==> src/rtl/fec_cc_encoder.sv <==
// Rate-1/2, K=7 tail-biting convolutional encoder (G1=171, G2=133 octal).
// Serial input bits fill one of two ping-pong banks. When a block completes,
// the encoder state is preloaded with the last six bits of that block and the
// block is replayed from the bank, one coded X/Y pair per cycle. Meanwhile the
// next block fills the other bank.
//
// Input handshake: DataIn is consumed on every rising clk edge where
// Enable=1. There is no back-pressure; input may arrive at up to one bit per
// cycle. Output handshake: DataOutX/DataOutY/BlockStart/BlockEnd are
// meaningful only while ValidOut=1, and they are held at 0 otherwise. The
// downstream side cannot stall the output.
module fec_cc_encoder #(
    parameter int BLOCK_LEN = 96
) (
    input  logic clk,
    input  logic Reset,
    input  logic Enable,
    input  logic DataIn,
    output logic DataOutX,
    output logic DataOutY,
    output logic ValidOut,
    output logic BlockStart,
    output logic BlockEnd,
    output logic fsm_state
);

    localparam int IW = $clog2(BLOCK_LEN);
    localparam logic [IW-1:0] IDX_LAST = IW'(BLOCK_LEN - 1);

    localparam logic [0:0] IDLE   = 1'b0;
    localparam logic [0:0] ENCODE = 1'b1;

    logic [BLOCK_LEN-1:0] bank0;
    logic [BLOCK_LEN-1:0] bank1;
    logic [IW-1:0]        wr_idx;
    logic                 wr_bank;
    logic [IW-1:0]        rd_idx;
    logic                 rd_bank;
    logic [0:0]           state;
    // sr[0] is s1 (the most recent past bit) and sr[5] is s6.
    logic [5:0]           sr;

    logic [BLOCK_LEN-1:0] wr_word;
    logic [BLOCK_LEN-1:0] rd_word;
    logic [5:0]           preload;
    logic                 blk_done;
    logic                 active;
    logic                 u;

    assign blk_done = Enable && (wr_idx == IDX_LAST);
    assign wr_word  = wr_bank ? bank1 : bank0;
    assign rd_word  = rd_bank ? bank1 : bank0;
    assign u        = rd_word[rd_idx];
    assign active   = (state == ENCODE);

    // The tail-biting start state is b95..b90. The newest bit (b95) is still
    // on DataIn in the completing cycle, so it bypasses the bank.
    assign preload = {wr_word[BLOCK_LEN-6], wr_word[BLOCK_LEN-5],
                      wr_word[BLOCK_LEN-4], wr_word[BLOCK_LEN-3],
                      wr_word[BLOCK_LEN-2], DataIn};

    // Bank storage is not reset. A bank is only read after it is fully
    // rewritten, so stale contents never reach the output.
    always_ff @(posedge clk) begin
        if (Enable) begin
            if (wr_bank) bank1[wr_idx] <= DataIn;
            else         bank0[wr_idx] <= DataIn;
        end
    end

    // Write pointer, encode sequencing and encoder shift register.
    always_ff @(posedge clk or negedge Reset) begin
        if (!Reset) begin
            wr_idx  <= '0;
            wr_bank <= 1'b0;
            rd_idx  <= '0;
            rd_bank <= 1'b0;
            state   <= IDLE;
            sr      <= '0;
        end else begin
            if (Enable) begin
                if (wr_idx == IDX_LAST) begin
                    wr_idx  <= '0;
                    wr_bank <= ~wr_bank;
                end else begin
                    wr_idx <= wr_idx + 1'b1;
                end
            end
            // A completion always wins. At full input rate it coincides with
            // k=95 of the previous block, which keeps the output gapless.
            if (blk_done) begin
                state   <= ENCODE;
                rd_idx  <= '0;
                rd_bank <= wr_bank;
                sr      <= preload;
            end else if (state == ENCODE) begin
                sr <= {sr[4:0], u};
                if (rd_idx == IDX_LAST) begin
                    state  <= IDLE;
                    rd_idx <= '0;
                end else begin
                    rd_idx <= rd_idx + 1'b1;
                end
            end
        end
    end

    // Coded outputs follow the registered encode state directly, so reset
    // forces them to 0 immediately.
    always_comb begin
        DataOutX   = active & (u ^ sr[0] ^ sr[1] ^ sr[2] ^ sr[5]);
        DataOutY   = active & (u ^ sr[1] ^ sr[2] ^ sr[4] ^ sr[5]);
        ValidOut   = active;
        BlockStart = active && (rd_idx == '0);
        BlockEnd   = active && (rd_idx == IDX_LAST);
        fsm_state  = state;
    end

endmodule

==> config.mk <==
export PLATFORM = sky130hd
export DESIGN_NAME = fec_cc_encoder
export DESIGN_NICKNAME = d
export VERILOG_FILES = /design/src/rtl/fec_cc_encoder.sv
export SDC_FILE = /design/constraint.sdc
export NUM_CORES = 1
export LEC_CHECK = 0
export ABC_AREA = 0
export CAP_MARGIN = 20
export CORE_UTILIZATION = 40
export DETAILED_ROUTE_END_ITERATION = 10
export HOLD_SLACK_MARGIN = 0.12
export MAX_ROUTING_LAYER = met4
export PLACE_DENSITY = 0.64
export SYNTH_ARGS = -nofsm -noshare
export SYNTH_HDL_FRONTEND = slang
export SYNTH_SLANG_ARGS = --single-unit
==> constraint.sdc <==
create_clock -name clk -period 8.35 [get_ports clk]
set_clock_uncertainty 0.1 [all_clocks]
set_input_delay 1.2525 -clock clk [delete_from_list [all_inputs] [get_ports clk]]
set_output_delay 1.2525 -clock clk [all_outputs]
set_load 0.005 [all_outputs]
==> results.md <==
- Setup repair after global routing left no endpoint under its margin.
- From synthesis to final layout, the design area changed by 9.92%.
- The die covers 25200 um2.
- In this run, the number of DRC markers left after iteration 0 of detailed routing was 706.
- CTS built an H-tree with a depth of 1.
- The floorplan step set the die width to 159 um.
- The initial cell density of the core is 0.413.
- Synthesis handed over a netlist of 735 instances.
- The number of cells traversed by the worst hold path is 1.
- The most common library cell in the layout ignoring fill and taps is sky130_fd_sc_hd__nor2_1.
- The pin count of the biggest net entering global routing is 136.
- The shortest clock period the worst path allows after layout is 6020 ps.
- In this design, the critical path's most frequently occurring cell is sky130_fd_sc_hd__mux2i_1.
- The count of pins over their slew limit is 0.
- Row generation in the floorplan step produced 56 rows.
- In the synthesized netlist the dominant register cell turns out to be sky130_fd_sc_hd__edfxtp_1.
- The critical path is of the register to output pin type.
- After legalization and detailed placement, the total HPWL measured between 10000 and 15000 um.
- The portion of the post-synthesis area used by sequential elements is 0.646.
- The number of diodes is 0.
- The sum of negative setup slack is 0 ps.
- Sorting the synthesized cells by area gives the leading types as sky130_fd_sc_hd__edfxtp_1, sky130_fd_sc_hd__nor2_1, sky130_fd_sc_hd__dfrtp_1.
- After clock tree synthesis, the clock-pin slew on the worst setup and hold paths is 60 ps.
- For hold timing, the worst endpoint is wr_idx[6]$_DFFE_PN0P_.
- The number of global-route vias before repair is just under 6000.
- The Yosys step of the flow raised 0 warnings.
- Clock tree synthesis found a total of 215 sinks.
- The post-synthesis register bit count is 215.
- The startpoint identified for the worst register-to-register timing path is rd_bank$_DFFE_PN0P_.
- The final route contains 5898 vias.
- The number of distinct standard cells referenced by the synthesized netlist is 57.
- Of all cell types, the one taking the most synthesized area is sky130_fd_sc_hd__edfxtp_1.
- The worst hold slack is 462 ps.
- The fill cell total of the finished layout is about 2100.
- The per-cell via count in the routed design is between 5 and 6.
- For this design the ratio of total power to cell area is roughly 240 nW/um2.
- At the end of routability-driven placement, the weighted congestion stood at 0.812.
- The CTS tree is done.
- The post-route antenna net violation count is 0.
- The worst register-to-register path has a depth of 8.
- The later pin in the worst-skew pair is clocked with a latency of 510 ps.
- The share of synthesized registers carrying an async set or reset is 0.107.
- The number of flops mapped to enable cells by yosys is roughly 190.
- The startpoint identified for the worst hold timing path is wr_idx[6]$_DFFE_PN0P_.
- For the worst setup path, the data required time is 7000 ps.
- For this design the top-level I/O count stands at 10.
- The number of nets handed over by synthesis was ~740.
- In the final routed layout, each cell accounts on average for 21.4 um.
- The count of buffers added on input and output ports is 9.
- The mapped netlist covers 9820 um2.
- The setup slack at placement is around 2800 ps.
- In the final layout, the share of cells above drive strength 1 is 0.0965.
- The first global-routing pass estimated 34400 um of wire.
- The number of setup buffers added after CTS is 0.
- The per-instance average area after synthesis is 13.4 um2.
- The leakage dissipation is 3.34 nW.
- The run finished with clean final reports.
- VDD sags by at most 130 uV.
- The first detailed-routing pass took 5 iterations.
- For the pin with the worst max-slew slack, the measured transition is approximately 1000 ps.
- For this run, the total global-route usage over all layers was measured as 0.193.
- The floorplan die height is 159 um.
- After floorplanning, the core was sized to cover between 20000 and 25000 um2.
- Counting the buffers created by CTS gives 23.
- The data arrival time at the worst-slack endpoint is 4670 ps.
- The final count of negative-setup-slack endpoints is 0.
- The setup slack of the worst register-to-register path is roughly 4700 ps.
- Walking the worst path, the cells encountered are buf_4, mux4_1, mux2i_1, mux2i_1, o2bb2ai_1, or4_4, a211oi_2, mux2i_1, clkdlybuf4s50_1.
- The endpoint of the worst register-to-register path is sr[0]$_DFFE_PN0P_.
- Along the worst path, the maximum fanout reaches 46.
- The element type at the critical path start is a register.
- The cts-stage hold buffer count is 0.
- Dividing the final minimum period by the clock period gives 0.721.
- The headroom to the max-slew limit is 0.333.
- The initial antenna violation count is 0.
- The total count of hold-check failures in the final report is 0.
- The highest-delay cell along the critical path is sky130_fd_sc_hd__dfrtp_4.
- Static timing analysis puts the maximum clock frequency at approximately 170 MHz.
- The net total in the final layout is 726.
- The largest single stage delay on the critical path is 980 ps.
- In this run the clock root is driven by a sky130_fd_sc_hd__clkbuf_16.
- The number of gates resized after CTS is 0.
- The path class of the tightest hold or removal check is register to register.
- The number of buffers on the longest clock path is 3.
- The overflow left after global routing is 0.
- The critical path endpoint category is an output pin.
- The top cell types in the final layout, fill and taps aside, are sky130_fd_sc_hd__nor2_1, sky130_fd_sc_hd__edfxtp_1, sky130_fd_sc_hd__nand2_1, sky130_fd_sc_hd__mux2i_1.
- After detailed routing, the total wire length is ~23000 um.
- The number of max-capacitance violations reported is 0.
- Of the post-synthesis cell area, the dominant cell type holds 0.587.
- After detailed routing, the number of remaining DRC violations is 0.
- The smallest setup slack after layout is 2330 ps.
==> worst max-delay path by stage <==
stage / from / end / slack, ps
after floorplan: rd_bank$_DFFE_PN0P_ / DataOutX / 4350
after global placement: rd_bank$_DFFE_PN0P_ / DataOutX / 2780
after detailed placement: rd_bank$_DFFE_PN0P_ / DataOutY / 2790
after CTS: rd_bank$_DFFE_PN0P_ / DataOutY / 2250
after global routing: rd_bank$_DFFE_PN0P_ / DataOutY / 2040
final: rd_bank$_DFFE_PN0P_ / DataOutX / 2330
==> metrics by stage <==
step | util | power [mW] | instances | area (um2)
global placement | 0.422 | 1.68 | 1010 | 10000
floorplan | - | 1.54 | 735 | 9820
global route | 0.454 | 2.74 | 1055 | 10800
detailed placement | 0.422 | 1.68 | 1010 | 10000
CTS | 0.452 | 2.65 | 1052 | 10700
finish | 0.454 | 2.64 | 1055 | 10800
==> critical path, delay by kind of cell (launching register included) <==
family | cells | cell delay, ps
and+or+nand+nor | 1 | 570
muxes | 4 | 1080
DFF | 1 | 980
AOI/OAI and AO/OA | 2 | 570
buffers and inverters | 2 | 930
==> layout make-up <==
cell class,count,area [um2],share of cell area
flip-flops and latches,215,6350,0.588
multi-input cells,454,3130,0.290
clock buffers,31,606,0.0561
well taps,319,399,0.0370
repair buffers,17,176,0.0163
clock inverters,11,108,0.00997
inverters,8,30.0,0.00278
==> synth_stat cells, drive strengths merged, types with 2 or more instances <==
cell type and n:
a211o 2, a211oi 10, a21oi 11, a22o 5
a22oi 3, a31oi 2, and2 4, and3 5
buf 17, clkbuf 41, dfrtp 23, edfxtp 192
ha 3, inv 7, mux2 3, mux2i 31
mux4 38, nand2 37, nand2b 3, nand3 11
nand3b 3, nand4 3, nor2 214, nor2b 14
nor3 2, nor3b 2, nor4 2, o21a 2
o21ai 9, o221ai 9, or4 2, xnor2 7
xor2 2
==> state kept, by name, summed over array words and instances (netlist names) <==
register / flops
sr: 6
wr_idx: 7
rd_bank: 1
bank1: 96
wr_bank: 1
bank0: 96
rd_idx: 7
ValidOut: 1
==> layer usage <==
layer	global-route usage	wire length, um	vias up	part of all wire
met3	0.0346	1370	47	0.061
met5	-	0	-	0
met4	0.0678	758	0	0.034
li1	-	-	2655	-
met2	0.307	10800	194	0.48
met1	0.248	9630	3002	0.43
==> cells by family after synthesis <==
logic type	count (synthesis)	share of synthesized area
simple gates	307	0.132
flops	215	0.646
mux	72	0.128
buf+inv	66	0.0357
compound gates	63	0.0466
xor+xnor	9	0.00803
fa+ha+maj	3	0.00382
==> where the power goes <==
part / leakage, nW / switching, mW / internal, mW
Sequential: 2.00 / 0.0654 / 1.21
Combinational: 0.988 / 0.262 / 0.130
Clock: 0.348 / 0.406 / 0.571
Total: 3.34 / 0.733 / 1.91
Note: power is estimated with default switching activity, not from simulation.
